File: config.mk
export PLATFORM = sky130hd
export DESIGN_NAME = bpfcap_job_sched
export DESIGN_NICKNAME = d
export VERILOG_FILES = /design/src/rtl/bpfcap_job_sched.sv
export SDC_FILE = /design/constraint.sdc
export NUM_CORES = 1
export LEC_CHECK = 0
export CORE_MARGIN = 5
export CORE_UTILIZATION = 40
export CTS_CLUSTER_SIZE = 16
export DETAILED_ROUTE_END_ITERATION = 6
export DONT_BUFFER_PORTS = 1
export GPL_ROUTABILITY_DRIVEN = 0
export PLACE_DENSITY = 0.66
export RECOVER_POWER = 100
export SLEW_MARGIN = 5
export SYNTH_ARGS = -nofsm -noshare
export SYNTH_HDL_FRONTEND = slang
export SYNTH_SLANG_ARGS = --single-unit
File: constraint.sdc
create_clock -name clk -period 3.8 [get_ports clk]
set_input_delay 0.76 -clock clk [delete_from_list [all_inputs] [get_ports clk]]
set_output_delay 0.76 -clock clk [all_outputs]
set_load 0.005 [all_outputs]
File: src/rtl/bpfcap_job_sched.sv
// ---------------------------------------------------------------------------
// bpfcap_job_sched
//
// Purpose:
//   Accepts capture jobs (pkt_begin, pkt_end, write_address, id) from the host
//   into a small FIFO. Each job is programmed into the bpfcap engine's CSR
//   slave over Avalon-MM, one at a time. For each job the scheduler writes the
//   three address CSRs and sets GO. It then polls the control register until
//   DONE is seen or the poll budget runs out, and reports a completion.
//
// Ports:
//   clk, reset                 single clock, synchronous active-high reset
//   job_valid/job_ready        host push handshake (ready = FIFO not full)
//   job_begin/end/waddr/id     job payload
//   avm_*                      Avalon-MM master towards the engine CSRs
//                              (0 ctrl, 1 begin, 2 end, 3 waddr)
//   cpl_valid/cpl_id/cpl_status  one-cycle completion report
//                              (status 0 OK, 1 REJECT, 2 TIMEOUT)
//   fifo_level                 queued jobs, not counting the active one
//   busy                       scheduler is working on a job
// ---------------------------------------------------------------------------
module bpfcap_job_sched #(
    parameter int DEPTH    = 4,
    parameter int POLL_GAP = 8,
    parameter int TIMEOUT  = 65535
) (
    input  logic                     clk,
    input  logic                     reset,
    input  logic                     job_valid,
    output logic                     job_ready,
    input  logic [31:0]              job_begin,
    input  logic [31:0]              job_end,
    input  logic [31:0]              job_waddr,
    input  logic [3:0]               job_id,
    output logic [2:0]               avm_address,
    output logic                     avm_write,
    output logic [31:0]              avm_writedata,
    output logic                     avm_read,
    input  logic [31:0]              avm_readdata,
    input  logic                     avm_waitrequest,
    output logic                     cpl_valid,
    output logic [3:0]               cpl_id,
    output logic [1:0]               cpl_status,
    output logic [$clog2(DEPTH):0]   fifo_level,
    output logic                     busy
);

    localparam int PTR_W = $clog2(DEPTH);
    localparam int LVL_W = PTR_W + 1;
    localparam int TO_W  = $clog2(TIMEOUT + 1);
    localparam int GAP_W = (POLL_GAP > 1) ? $clog2(POLL_GAP) : 1;

    localparam logic [LVL_W-1:0] LVL_FULL = LVL_W'(DEPTH);
    localparam logic [TO_W-1:0]  TO_MAX   = TO_W'(TIMEOUT);
    localparam logic [GAP_W-1:0] GAP_LAST = GAP_W'(POLL_GAP - 1);

    localparam logic [1:0] ST_OK      = 2'd0;
    localparam logic [1:0] ST_REJECT  = 2'd1;
    localparam logic [1:0] ST_TIMEOUT = 2'd2;

    // ABORT issues the control write of 0 that cancels a timed-out capture.
    typedef enum logic [3:0] {
        IDLE, CHECK, WR_BEG, WR_END, WR_ADDR, WR_GO,
        POLL_RD, POLL_WAIT, GAP, ABORT, CPL
    } state_t;

    state_t state_q, state_d;

    logic [99:0]      fifo_mem [DEPTH];
    logic [PTR_W-1:0] wr_ptr_q, rd_ptr_q;
    logic [LVL_W-1:0] level_q;
    logic             push, pop;

    logic [31:0] act_beg_q, act_end_q, act_waddr_q;
    logic [3:0]  act_id_q;
    logic [1:0]  status_q, status_d;
    logic [TO_W-1:0]  to_q, to_d;
    logic [GAP_W-1:0] gap_q, gap_d;

    logic to_hit;
    logic rd_done;
    logic unused_rd;

    // Only DONE (bit1) of the control register matters to the scheduler.
    assign rd_done   = avm_readdata[1];
    assign unused_rd = ^{avm_readdata[31:2], avm_readdata[0]};

    // Ready is based on the occupancy before any pop in the same cycle.
    assign job_ready  = (level_q != LVL_FULL);
    assign push       = job_valid && job_ready;
    assign fifo_level = level_q;
    assign busy       = (state_q != IDLE);
    assign to_hit     = (to_q == TO_MAX);

    // Job storage; pointers wrap naturally because DEPTH is a power of two.
    always_ff @(posedge clk) begin
        if (push) begin
            fifo_mem[wr_ptr_q] <= {job_id, job_waddr, job_end, job_begin};
        end
    end

    always_ff @(posedge clk) begin
        if (reset) begin
            wr_ptr_q <= '0;
            rd_ptr_q <= '0;
            level_q  <= '0;
        end else begin
            if (push) begin
                wr_ptr_q <= wr_ptr_q + PTR_W'(1);
            end
            if (pop) begin
                rd_ptr_q <= rd_ptr_q + PTR_W'(1);
            end
            case ({push, pop})
                2'b10:   level_q <= level_q + LVL_W'(1);
                2'b01:   level_q <= level_q - LVL_W'(1);
                default: level_q <= level_q;
            endcase
        end
    end

    // The active job is latched at pop time so the FIFO head can keep moving.
    always_ff @(posedge clk) begin
        if (reset) begin
            act_beg_q   <= '0;
            act_end_q   <= '0;
            act_waddr_q <= '0;
            act_id_q    <= '0;
        end else if (pop) begin
            {act_id_q, act_waddr_q, act_end_q, act_beg_q} <= fifo_mem[rd_ptr_q];
        end
    end

    always_ff @(posedge clk) begin
        if (reset) begin
            state_q  <= IDLE;
            status_q <= ST_OK;
            to_q     <= '0;
            gap_q    <= '0;
        end else begin
            state_q  <= state_d;
            status_q <= status_d;
            to_q     <= to_d;
            gap_q    <= gap_d;
        end
    end

    // Bus outputs depend only on state and the active job, so they hold
    // steady for the whole time the slave stalls a transfer.
    always_comb begin
        state_d       = state_q;
        status_d      = status_q;
        to_d          = to_q;
        gap_d         = gap_q;
        pop           = 1'b0;
        avm_address   = 3'd0;
        avm_write     = 1'b0;
        avm_writedata = 32'd0;
        avm_read      = 1'b0;
        cpl_valid     = 1'b0;
        cpl_id        = 4'd0;
        cpl_status    = 2'd0;

        // The poll budget runs through every polling state and sticks at the limit.
        if ((state_q == POLL_RD) || (state_q == POLL_WAIT) || (state_q == GAP)) begin
            to_d = to_hit ? to_q : to_q + TO_W'(1);
        end

        case (state_q)
            IDLE: begin
                if (level_q != '0) begin
                    pop     = 1'b1;
                    state_d = CHECK;
                end
            end
            CHECK: begin
                if (act_end_q <= act_beg_q) begin
                    status_d = ST_REJECT;
                    state_d  = CPL;
                end else begin
                    state_d = WR_BEG;
                end
            end
            WR_BEG: begin
                avm_write     = 1'b1;
                avm_address   = 3'd1;
                avm_writedata = act_beg_q;
                if (!avm_waitrequest) begin
                    state_d = WR_END;
                end
            end
            WR_END: begin
                avm_write     = 1'b1;
                avm_address   = 3'd2;
                avm_writedata = act_end_q;
                if (!avm_waitrequest) begin
                    state_d = WR_ADDR;
                end
            end
            WR_ADDR: begin
                avm_write     = 1'b1;
                avm_address   = 3'd3;
                avm_writedata = act_waddr_q;
                if (!avm_waitrequest) begin
                    state_d = WR_GO;
                end
            end
            WR_GO: begin
                avm_write     = 1'b1;
                avm_address   = 3'd0;
                avm_writedata = 32'h1;
                if (!avm_waitrequest) begin
                    to_d    = '0;
                    state_d = POLL_RD;
                end
            end
            POLL_RD: begin
                // A read in flight is always finished, even past the limit.
                avm_read    = 1'b1;
                avm_address = 3'd0;
                if (!avm_waitrequest) begin
                    state_d = POLL_WAIT;
                end
            end
            POLL_WAIT: begin
                // DONE wins over a timeout reached in the same cycle.
                if (rd_done) begin
                    status_d = ST_OK;
                    state_d  = CPL;
                end else if (to_hit) begin
                    state_d = ABORT;
                end else begin
                    gap_d   = '0;
                    state_d = GAP;
                end
            end
            GAP: begin
                if (to_hit) begin
                    state_d = ABORT;
                end else if (gap_q == GAP_LAST) begin
                    state_d = POLL_RD;
                end else begin
                    gap_d = gap_q + GAP_W'(1);
                end
            end
            ABORT: begin
                avm_write     = 1'b1;
                avm_address   = 3'd0;
                avm_writedata = 32'h0;
                if (!avm_waitrequest) begin
                    status_d = ST_TIMEOUT;
                    state_d  = CPL;
                end
            end
            CPL: begin
                cpl_valid  = 1'b1;
                cpl_id     = act_id_q;
                cpl_status = status_q;
                state_d    = IDLE;
            end
            default: begin
                state_d = IDLE;
            end
        endcase
    end

endmodule

# Yosys cells after proc, flatten, opt, wreduce, memory -nomap -nowiden
# Memories as Yosys holds them, arrays and structs flattened. A register that Yosys moved wholly into a read port is not among the register bits.
# Cells that the tools add are included.
# word_totals
regBits	32
ramBits	400
memories	1
# memory_table
memory	words	width	read_ports	rd_clocked_by_memory_dff	wr	line_no	text
fifo_mem	4	100	1	1	1	69	logic [99:0] fifo_mem [DEPTH];
# classes
add_sub_neg	6
n_lt_le_gt_ge	1
eq_ne	29
muxes	38
n_reduce_logical	13
# ops
operator	n
32-bit case mux with 4 select lines	1
16-bit 2-to-1 mux	4
4-bit 2-to-1 mux	11
4-bit case mux with 10 select lines	1
32-bit <= comparator	1
2-bit inequality test, second input constant	13
16-bit by 1-bit adder with 16-bit output, second input constant	1
16-bit == test, second input constant	1
4-bit by 3-bit == test with 1-bit output, second input constant	4
4-bit == test, second input constant	3
3-bit 2-to-1 mux	4
2-bit case mux with 3 select lines	2
3-bit case mux with 2 select lines	2
2-bit 2-to-1 mux	5
4-bit by 2-bit == test with 1-bit output, second input constant	2
1-bit 2-to-1 mux	8
8-bit AND reduction	1
3-bit by 1-bit adder with 3-bit output, second input constant	2
3-bit nonzero test	2
5-bit AND reduction	1
5-bit OR reduction	1
2-bit by 1-bit adder with 2-bit output, second input constant	2
4-bit by 1-bit == test with 1-bit output, second input constant	1
4-bit logical NOT	1
other kinds (11)	13

# Logic depth before layout (Yosys ltp)
# Gate-level depths: netlist (run 1).
# logic_depth
depth_word	6
depth_mapped	11
mapped_depth_nobuf	10

# Least setup slack after synthesis (run 1)
# No wires, ideal clock.
# synth_path
kind	input to register
startpoint	input port job_valid
endpoint	memory fifo_mem[0][0], enable pin
setup_ns	0.471
arrival_ns	3.126
required_time_ns	3.329
setup_slack_ns	0.204
stages	1
n_path_buf	0
path_cell_list	and3_1
# synth_between
elab_chain_len	3
# synth_rtl
element	line_no	text
start: declaration	29	input logic job_valid,
1-bit logical AND	90	assign push = job_valid && job_ready;
1-bit 2-to-1 mux	97	if (push) begin
1-bit 2-to-1 mux (implied by the code)	98	fifo_mem[wr_ptr_q] <= {job_id, job_waddr, job_end, job_begin};
end: declaration	69	
# No other way between the ends.

# Final worst setup path (run 1)
# layout_path
startpoint	register state_q[2]
endpoint	output port avm_writedata[12]
# layout_between
elab_chain_len	2
# layout_rtl
element	line_no	text
start: declaration	67	state_t state_q, state_d;
start signal: assignment	141	state_q <= state_d;
4-bit by 3-bit == test with 1-bit output / 4-bit by 2-bit == test with 1-bit output (equally long branches)	169	case (state_q)
32-bit case mux with 4 select lines (*)	169	
end: declaration	37	output logic [31:0] avm_writedata,
# Mark *: on every way between the ends. The rest lies on a longest branch, timed or not.

==> run metrics, run 1 <==
worst hold slack 209.0 ps; Crit-path slowest cell nor2_2; Synth Warn # 0; Clock Root Buffer clkbuf_16; die height 239.3 um; fin crit share 96.62%; ys async rst share 0%; CP Capture Type output pin; die area 0.05727 mm^2; CP Data Arrival Time 2910 ps; max cap viols 2; maximum VDD drop 568.2 uV; area occupied by registers 0.01466 mm^2; EDFF count, synth 400; count of final max-slew check failures 45; total power draw 17.85 mW; Ant. Diodes 0; Filler Cell Count 4550; cts bufs inserted 56; RSZ-0062 raised after global routing no; TritonRoute pass-1 iters 7; cells along the critical path nand2b_1 -> nor2_2 -> a222oi_1 -> inv_1; final net count 1582; crit path from state_q[2]; Multi-input gate area 0.005796 mm^2; required time worst endpoint 3040 ps; final hold vios 0; antenna violations before repair 0; slew of the pin with the lowest slew margin 2095 ps; Static Leak 7.780 nW; min Tclk post-route 3671 ps; first-pass GRT wire length 72.89 mm; CTS tree done; wire per inst 22.69 um; syn nets 1579; run status finished with violations; I/O pin cnt 185; Peak Freq 272.4 MHz; post-route ant nets 0; RR Startpoint fifo_level[0]; vias in the first global route 11825; violated checks capacitance limit, slew limit; GRT Util Overall 16.67%; Cell Rows 84; clk slew on worst S/H paths 60 ps; post-DP HPWL 30.08 mm; Cell variety after synth 62; Hold Crit Class in2reg; Seq/Total Area, Yosys 69.67%; DR DRC count 0; via count 11666; Worst-Skew Late Latency 620 ps; Port Buf Inserts 0; CP peak stage delay 940 ps; via/cell ratio 5.449; Synth Register Bits 532; Worst Skew 27.44 ps; Syn Std Cell Area 0.02103 mm^2; share of layout cells above drive strength 1 14.93%; CTS H-tree lvls 2; setup TNS 0 ps; largest net degree at the start of global routing 116; worst rel slew slack -39.66%; PD cells 752.6 mW/mm^2; drt total wl 48.59 mm; kind of critical path reg2out; Post-Syn Instances 1402; clock sink count 532; Max Buffers Root-to-Sink 3; CP startpoint kind flop; core area 0.05234 mm^2; grt total ovfl 0; syn_area_per_cell 15.00 um^2; DRT iter0 DRCs 993; final setup vio count 0; Initial Utilization 40.18%; hold path startpoint reset; area grow syn2layout 12.78%; Post-synth top flop edfxtp_1; maximum fanout along the worst path 15; Die Width 239.3 um; Post-CTS Setup Inserts 0
[kinds of logic (layout without fill, tap and decap cells)]
| logic type | Yosys count | count (layout) | synth area share, % |
|---|---|---|---|
| other | 1 | 1 | 0.01783 |
| muxes | 101 | 101 | 10.76 |
| DFF | 532 | 532 | 69.67 |
| xor gates and xnor gates | 17 | 17 | 0.7079 |
| and+or+nand+nor | 344 | 345 | 7.305 |
| AOI/OAI and AO/OA | 209 | 209 | 6.187 |
| adders and majority gates | 41 | 41 | 2.475 |
| buffers and inverters | 157 | 207 | 2.879 |
[critical path: cells and delay by family, from the launching register on]
family	cells	cell delay, ps
and+or+nand+nor	2	1320
DFF	1	590
buffers and inverters	1	130
AOI/OAI and AO/OA	1	260
[where the power goes]
part	internal (mW)	leakage [nW]	switching, mW
Sequential	7.24	4.75	0.574
Combinational	1.76	2.10	2.70
Clock	3.35	0.934	2.23
[area by class of cell]
cell class | instances | share of cell area, %
Clock buffer | 79 | 6.572
Clock inverter | 27 | 1.503
Timing Repair Buffer | 22 | 0.7965
Sequential cell | 532 | 61.81
Tap cell | 688 | 3.629
Multi-Input combinational cell | 714 | 24.43
Inverter | 79 | 1.255
[per-stage QoR]
stage	cells	worst slack, ps	utilization (%)	area [um^2]
final	2141	128.6	45.32	23720
after global routing	2141	13.85	45.32	23720
after CTS	2140	170.6	45.53	23830
after detailed placement	2034	841.0	41.87	21910
after global placement	2034	863.3	41.87	21910
after floorplan	1402	203.6	-	21030
[path summary, 6_finish.rpt]
kind	slack, ps	cells after the start	to
setup / recovery	130	4	avm_writedata[12]
hold / removal	210	1	fifo_level[1]
setup reg to reg	210	4	fifo_mem[3][8]
hold reg to reg	460	2	act_id_q[3]
[layout by cell type, fill, tap and decap left out, types with 8 or more instances in the layout]
| cell type | instances |
|---|---|
| xnor2_1 | 13 |
| clkbuf_1 | 20 |
| dfxtp_1 | 130 |
| o21ai_0 | 13 |
| nor2_1 | 32 |
| clkbuf_16 | 57 |
| mux4_2 | 100 |
| clkinv_2 | 12 |
| nand4_1 | 12 |
| a21oi_1 | 126 |
| ha_1 | 40 |
| nand2_1 | 225 |
| nand3_1 | 9 |
| nand2b_1 | 8 |
| inv_1 | 78 |
| a222oi_1 | 31 |
| nor4_1 | 9 |
| edfxtp_1 | 400 |
[Yosys cell counts (3+ instances only)]
library cell | count | area [um^2]
buf_2 | 10 | 50.05
nor4_1 | 7 | 43.79
nand3_1 | 10 | 50.05
nand2_1 | 225 | 844.6
o21ai_0 | 11 | 55.05
dfxtp_1 | 132 | 2643
o31ai_1 | 4 | 30.03
o22ai_1 | 3 | 18.77
buf_1 | 3 | 11.26
edfxtp_1 | 400 | 12010
a21oi_1 | 126 | 630.6
and2_1 | 7 | 43.79
and4_1 | 3 | 26.28
a222oi_1 | 31 | 310.3
a21o_1 | 5 | 37.54
nand4_1 | 12 | 75.07
xor2_1 | 4 | 35.03
a31oi_1 | 4 | 25.02
xnor2_1 | 13 | 113.9
inv_1 | 78 | 292.8
nand2b_1 | 8 | 50.05
nor3_1 | 6 | 30.03
or3_1 | 6 | 37.54
mux4_2 | 100 | 2252
o21ai_1 | 5 | 25.02
clkbuf_1 | 64 | 240.2
nor2_1 | 35 | 131.4
a221oi_1 | 3 | 26.28
ha_1 | 40 | 500.5
and3_1 | 8 | 50.05
[routing by layer]
metal	track usage [%]	part of all wire, %	vias up
met2	27.21	49	330
met3	4.755	7.7	82
li1	-	-	5316
met1	21.47	41	5938
met5	0	0	-
met4	5.983	3.1	0
[sequential cells by signal, indices dropped and copies added (netlist names)]
register,cells
state_q,4
act_beg_q,32
act_id_q,4
fifo_level,3
wr_ptr_q,2
status_q,2
to_q,16
act_end_q,32
act_waddr_q,32
fifo_mem,400
gap_q,3
rd_ptr_q,2
[repair_timing]
action / 4_1_cts / 5_1_grt
hold endpoints to repair: 0 / 0
resized for setup: 0 / 1
hold buffers: 0 / 0
setup endpoints to repair: 0 / 1
No activity file was read; power rests on OpenSTA's default activity.
==> run 2: changes to the inputs <==
Settings changed: PLACE_DENSITY 0.66 to 0.64, TNS_END_PERCENT from default to 10.
Clock period 3.8 ns to 3.6 ns, I/O delays scaled along.
==> run metrics, run 2 (synthesis gave the netlist of run 1 again) <==
run status completed; wire per inst 22.59 um; Worst-Skew Late Latency 600 ps; final setup vio count 0; Port Buf Inserts 0; CTS H-tree lvls 2; post-route cell area 0.02374 mm^2; GRT Util Overall 16.69%; Die Width 239.3 um; via/cell ratio 5.433; die area 0.05727 mm^2; DR DRC count 0; setup TNS 0 ps; worst rel slew slack 4.103%; RR Startpoint fifo_level[0]; final net count 1589; Cell Rows 84; post-DP HPWL 30.58 mm; DRT iter0 DRCs 947; core area 0.05234 mm^2; final worst setup slack 150.8 ps; Max Buffers Root-to-Sink 3; Non-Filler Instances 2147; delay-heaviest family, CP flip-flops; post-route ant nets 0; kind of critical path reg2out; worst hold slack 184.6 ps; area occupied by registers 0.01466 mm^2; required time worst endpoint 2880 ps; cells along the critical path or2_1 -> nor2_4 -> clkbuf_2 -> a222oi_1 -> inv_1; dpl ws 709.3 ps; antenna violations before repair 0; maximum VDD drop 480.3 uV; min Tclk post-route 3449 ps; slew of the pin with the lowest slew margin 1438 ps; clock sink count 532; RSZ-0062 raised after global routing no; Hold Buf Count CTS 0; Post-CTS Setup Inserts 0; Peak Freq 289.9 MHz; area grow syn2layout 12.85%; drt total wl 48.50 mm; Hold Crit Class in2reg; largest net degree at the start of global routing 116; TritonRoute pass-1 iters 7; maximum fanout along the worst path 16; Top reg by flops fifo_mem; Placement Cell Area 0.02198 mm^2; Crit-path slowest cell dfxtp_1; Largest register FFs 400; Initial Utilization 40.18%; Inst Count DP 2042; Worst Path Buf+Inv 2; CP Capture Type output pin; Hold Path End act_beg_q[12]; reg2reg setup slack 370 ps; vias in the first global route 11818; Reg-to-Reg End fifo_mem[3][4]; CP peak stage delay 630 ps; share of layout cells above drive strength 1 15.28%; max cap viols 0; first-pass GRT wire length 72.98 mm; I/O pin cnt 185; most common cell after layout, fill and taps aside edfxtp_1; die height 239.3 um; fin crit share 95.81%; PD cells 795.5 mW/mm^2; Filler Cell Count 4588; CP startpoint kind flop; clk slew on worst S/H paths 60 ps; count of final max-slew check failures 0; CP Data Arrival Time 2730 ps; Ant. Diodes 0; Multi-input gate area 0.005791 mm^2; Clock Root Buffer clkbuf_16; cts bufs inserted 55; Static Leak 7.795 nW; grt total ovfl 0; Worst Skew 20.08 ps; Reg2Reg Depth 4; commonest non-fill, non-tap cells in the layout edfxtp_1, nand2_1, dfxtp_1; hold path depth 1; final hold vios 0; CTS tree done; via count 11665; hold path startpoint reset
## run 2: changes by cell type in the layout (fill, tap and decap cells not counted), sizes merged
cell	change
clkbuf	-6
clkinvlp	+1
clkinv	+5
bufinv	+3
inv	+3
## run 2: worst max-delay path by stage
stage / cells after the start / slack (ps) / start / endpoint
2_1_floorplan: 1 / 40 / job_valid / fifo_mem[0][0]
3_3_place_gp: 5 / 760 / state_q[3] / avm_writedata[29]
3_5_place_dp: 5 / 710 / state_q[3] / avm_writedata[29]
4_1_cts: 5 / 60 / state_q[3] / avm_writedata[29]
5_1_grt: 5 / 30 / state_q[0] / avm_writedata[19]
6_report: 5 / 150 / state_q[0] / avm_writedata[19]
## run 2: repair_timing
item | in CTS | in global routing
gates resized for setup | 0 | 3
hold endpoints to repair | 0 | 0
endpoints found under the setup margin | 0 | 15
## run 2: metrics by stage
step                      power (mW)  util, %
after floorplan                11.62        -
after global placement         13.10    41.99
after detailed placement       13.21    41.99
after CTS                      19.18    45.66
after global routing           19.94    45.35
final                          18.88    45.35
## run 2: metal layers
layer	part of all wire (%)	up-vias	GRT usage, %	wire [um]
li1	-	5337	-	-
met1	42	5932	21.76	20140
met2	49	325	27.88	23640
met3	7.1	71	4.157	3448
met4	2.6	0	5.049	1273
met5	0	-	0	0
## run 2: power breakdown
group          switching (mW)  internal (mW)  total (mW)
Clock                    2.34           3.61        5.95
Combinational            2.84           1.85        4.68
Sequential              0.615           7.64        8.25
## run 2: worst register-to-register path: stages (launching register included)
cell,delay [ps]
dfxtp_1,420
inv_1,110
nand3_1,240
and3_2,1140
clkbuf_2,930
## run 2: area by class of cell
| cell class | count | share of cell area [%] |
|---|---|---|
| Clock buffer | 65 | 6.131 |
| Clock inverter | 39 | 1.977 |
| Inverter | 79 | 1.255 |
| Multi-Input combinational cell | 714 | 24.40 |
| Sequential cell | 532 | 61.78 |
| Tap cell | 688 | 3.627 |
| Timing Repair Buffer | 30 | 0.8382 |
==> run 3: changes to the inputs <==
Settings changed: CTS_CLUSTER_DIAMETER from default to 50, PLACE_DENSITY 0.64 to 0.6.
Clock period 3.6 ns to 3.8 ns, I/O delays scaled along.
==> run metrics, run 3 (synthesis gave the netlist of run 1 again) <==
commonest non-fill, non-tap cells in the layout edfxtp_1, nand2_1, dfxtp_1; reg2reg setup slack 320 ps; largest net degree at the start of global routing 116; vias in the first global route 11815; final hold vios 0; CP peak stage delay 840 ps; I/O pin cnt 185; Top reg by flops fifo_mem; CP Capture Type output pin; hold path depth 1; GRT Util Overall 17.01%; CP Data Arrival Time 2840 ps; DR DRC count 0; Critical Path End avm_writedata[28]; grt total ovfl 0; dpl ws 801.9 ps; cts bufs inserted 54; Largest register FFs 400; Initial Utilization 40.18%; Reg-to-Reg End act_beg_q[17]; CTS tree done; DRT iter0 DRCs 905; cells along the critical path or2_1 -> nor2_4 -> a222oi_1 -> inv_1; Clock Root Buffer clkbuf_16; CP startpoint kind flop; die area 0.05727 mm^2; most common cell after layout, fill and taps aside edfxtp_1; Port Buf Inserts 0; Worst-Skew Late Latency 610 ps; max cap viols 3; run status finished with violations; Crit-path slowest cell nor2_4; RSZ-0062 raised after global routing no; Peak Freq 277.8 MHz; Max Buffers Root-to-Sink 3; Hold Crit Class in2reg; clk slew on worst S/H paths 70 ps; Placement Cell Area 0.02192 mm^2; total power draw 17.85 mW; via/cell ratio 5.433; Static Leak 7.782 nW; violated checks capacitance limit, slew limit; fin crit share 94.74%; PD cells 752.3 mW/mm^2; required time worst endpoint 3040 ps; worst rel slew slack -51.89%; RR Startpoint state_q[3]; antenna violations before repair 0; first-pass GRT wire length 74.35 mm; final net count 1581; area grow syn2layout 12.80%; setup TNS 0 ps; final setup vio count 0; CTS H-tree lvls 2; share of layout cells above drive strength 1 15.39%; maximum fanout along the worst path 31; Worst Skew 20.11 ps; core area 0.05234 mm^2; clock sink count 532; min Tclk post-route 3600 ps; TritonRoute pass-1 iters 5; post-route ant nets 0; Reg2Reg Depth 6; final worst setup slack 199.9 ps; Cell Rows 84; count of final max-slew check failures 161; via count 11622; crit path from state_q[3]; wire per inst 22.94 um; kind of critical path reg2out; maximum VDD drop 406.9 uV; slew of the pin with the lowest slew margin 2278 ps; post-route cell area 0.02372 mm^2; post-DP HPWL 30.45 mm; die height 239.3 um; Die Width 239.3 um; drt total wl 49.08 mm
## run 3: cell type report
cell class              count  area, um^2
flip-flops and latches    532       14660
well taps                 688       860.8
inverters                  79       297.8
repair buffers             24       201.4
fillers                  4619       28620
clock inverters            36       440.4
multi-input cells         713        5793
diodes                      2       5.005
clock buffers              65        1464
## run 3: worst min-delay path by stage
stage | startpoint | endpoint | slack, ps
floorplan | act_id_q[0] | act_id_q[0] | 430
global placement | act_waddr_q[27] | act_waddr_q[27] | 440
detailed placement | act_waddr_q[24] | act_waddr_q[24] | 450
CTS | reset | act_beg_q[14] | 200
global route | reset | act_waddr_q[11] | 190
finish | reset | act_beg_q[13] | 220
## run 3: critical path: cells and delay by family, from the launching register on
kind / cells / cell delay [ps]
buffers and inverters: 1 / 160
flip-flops: 1 / 490
AND/OR/NAND/NOR: 2 / 1280
AO/OA/AOI/OAI: 1 / 290
## run 3: what timing repair did
item	CTS	global route
setup buffers	0	0
resized for setup	0	2
hold buffers	0	0
endpoints found under the setup margin	0	6
## run 3: where the power goes
group          switching (mW)  internal [mW]
registers               0.609           7.23
logic                    2.65           1.77
clock network            2.45           3.14
## run 3: stage by stage
stage,instances,util [%],hold slack (ps)
finish,2139,45.33,216.6
global route,2137,45.32,191.2
CTS,2137,45.53,197.5
detailed placement,2036,41.89,445.7
global placement,2036,41.89,439.9
floorplan,1402,-,431.7
## run 3: routing by layer
layer	up-vias	wire (um)	GRT usage, %
met5	-	0	0
met4	0	1095	4.081
met3	74	3294	4.640
met2	304	23950	28.24
met1	5927	20740	22.50
li1	5317	-	-
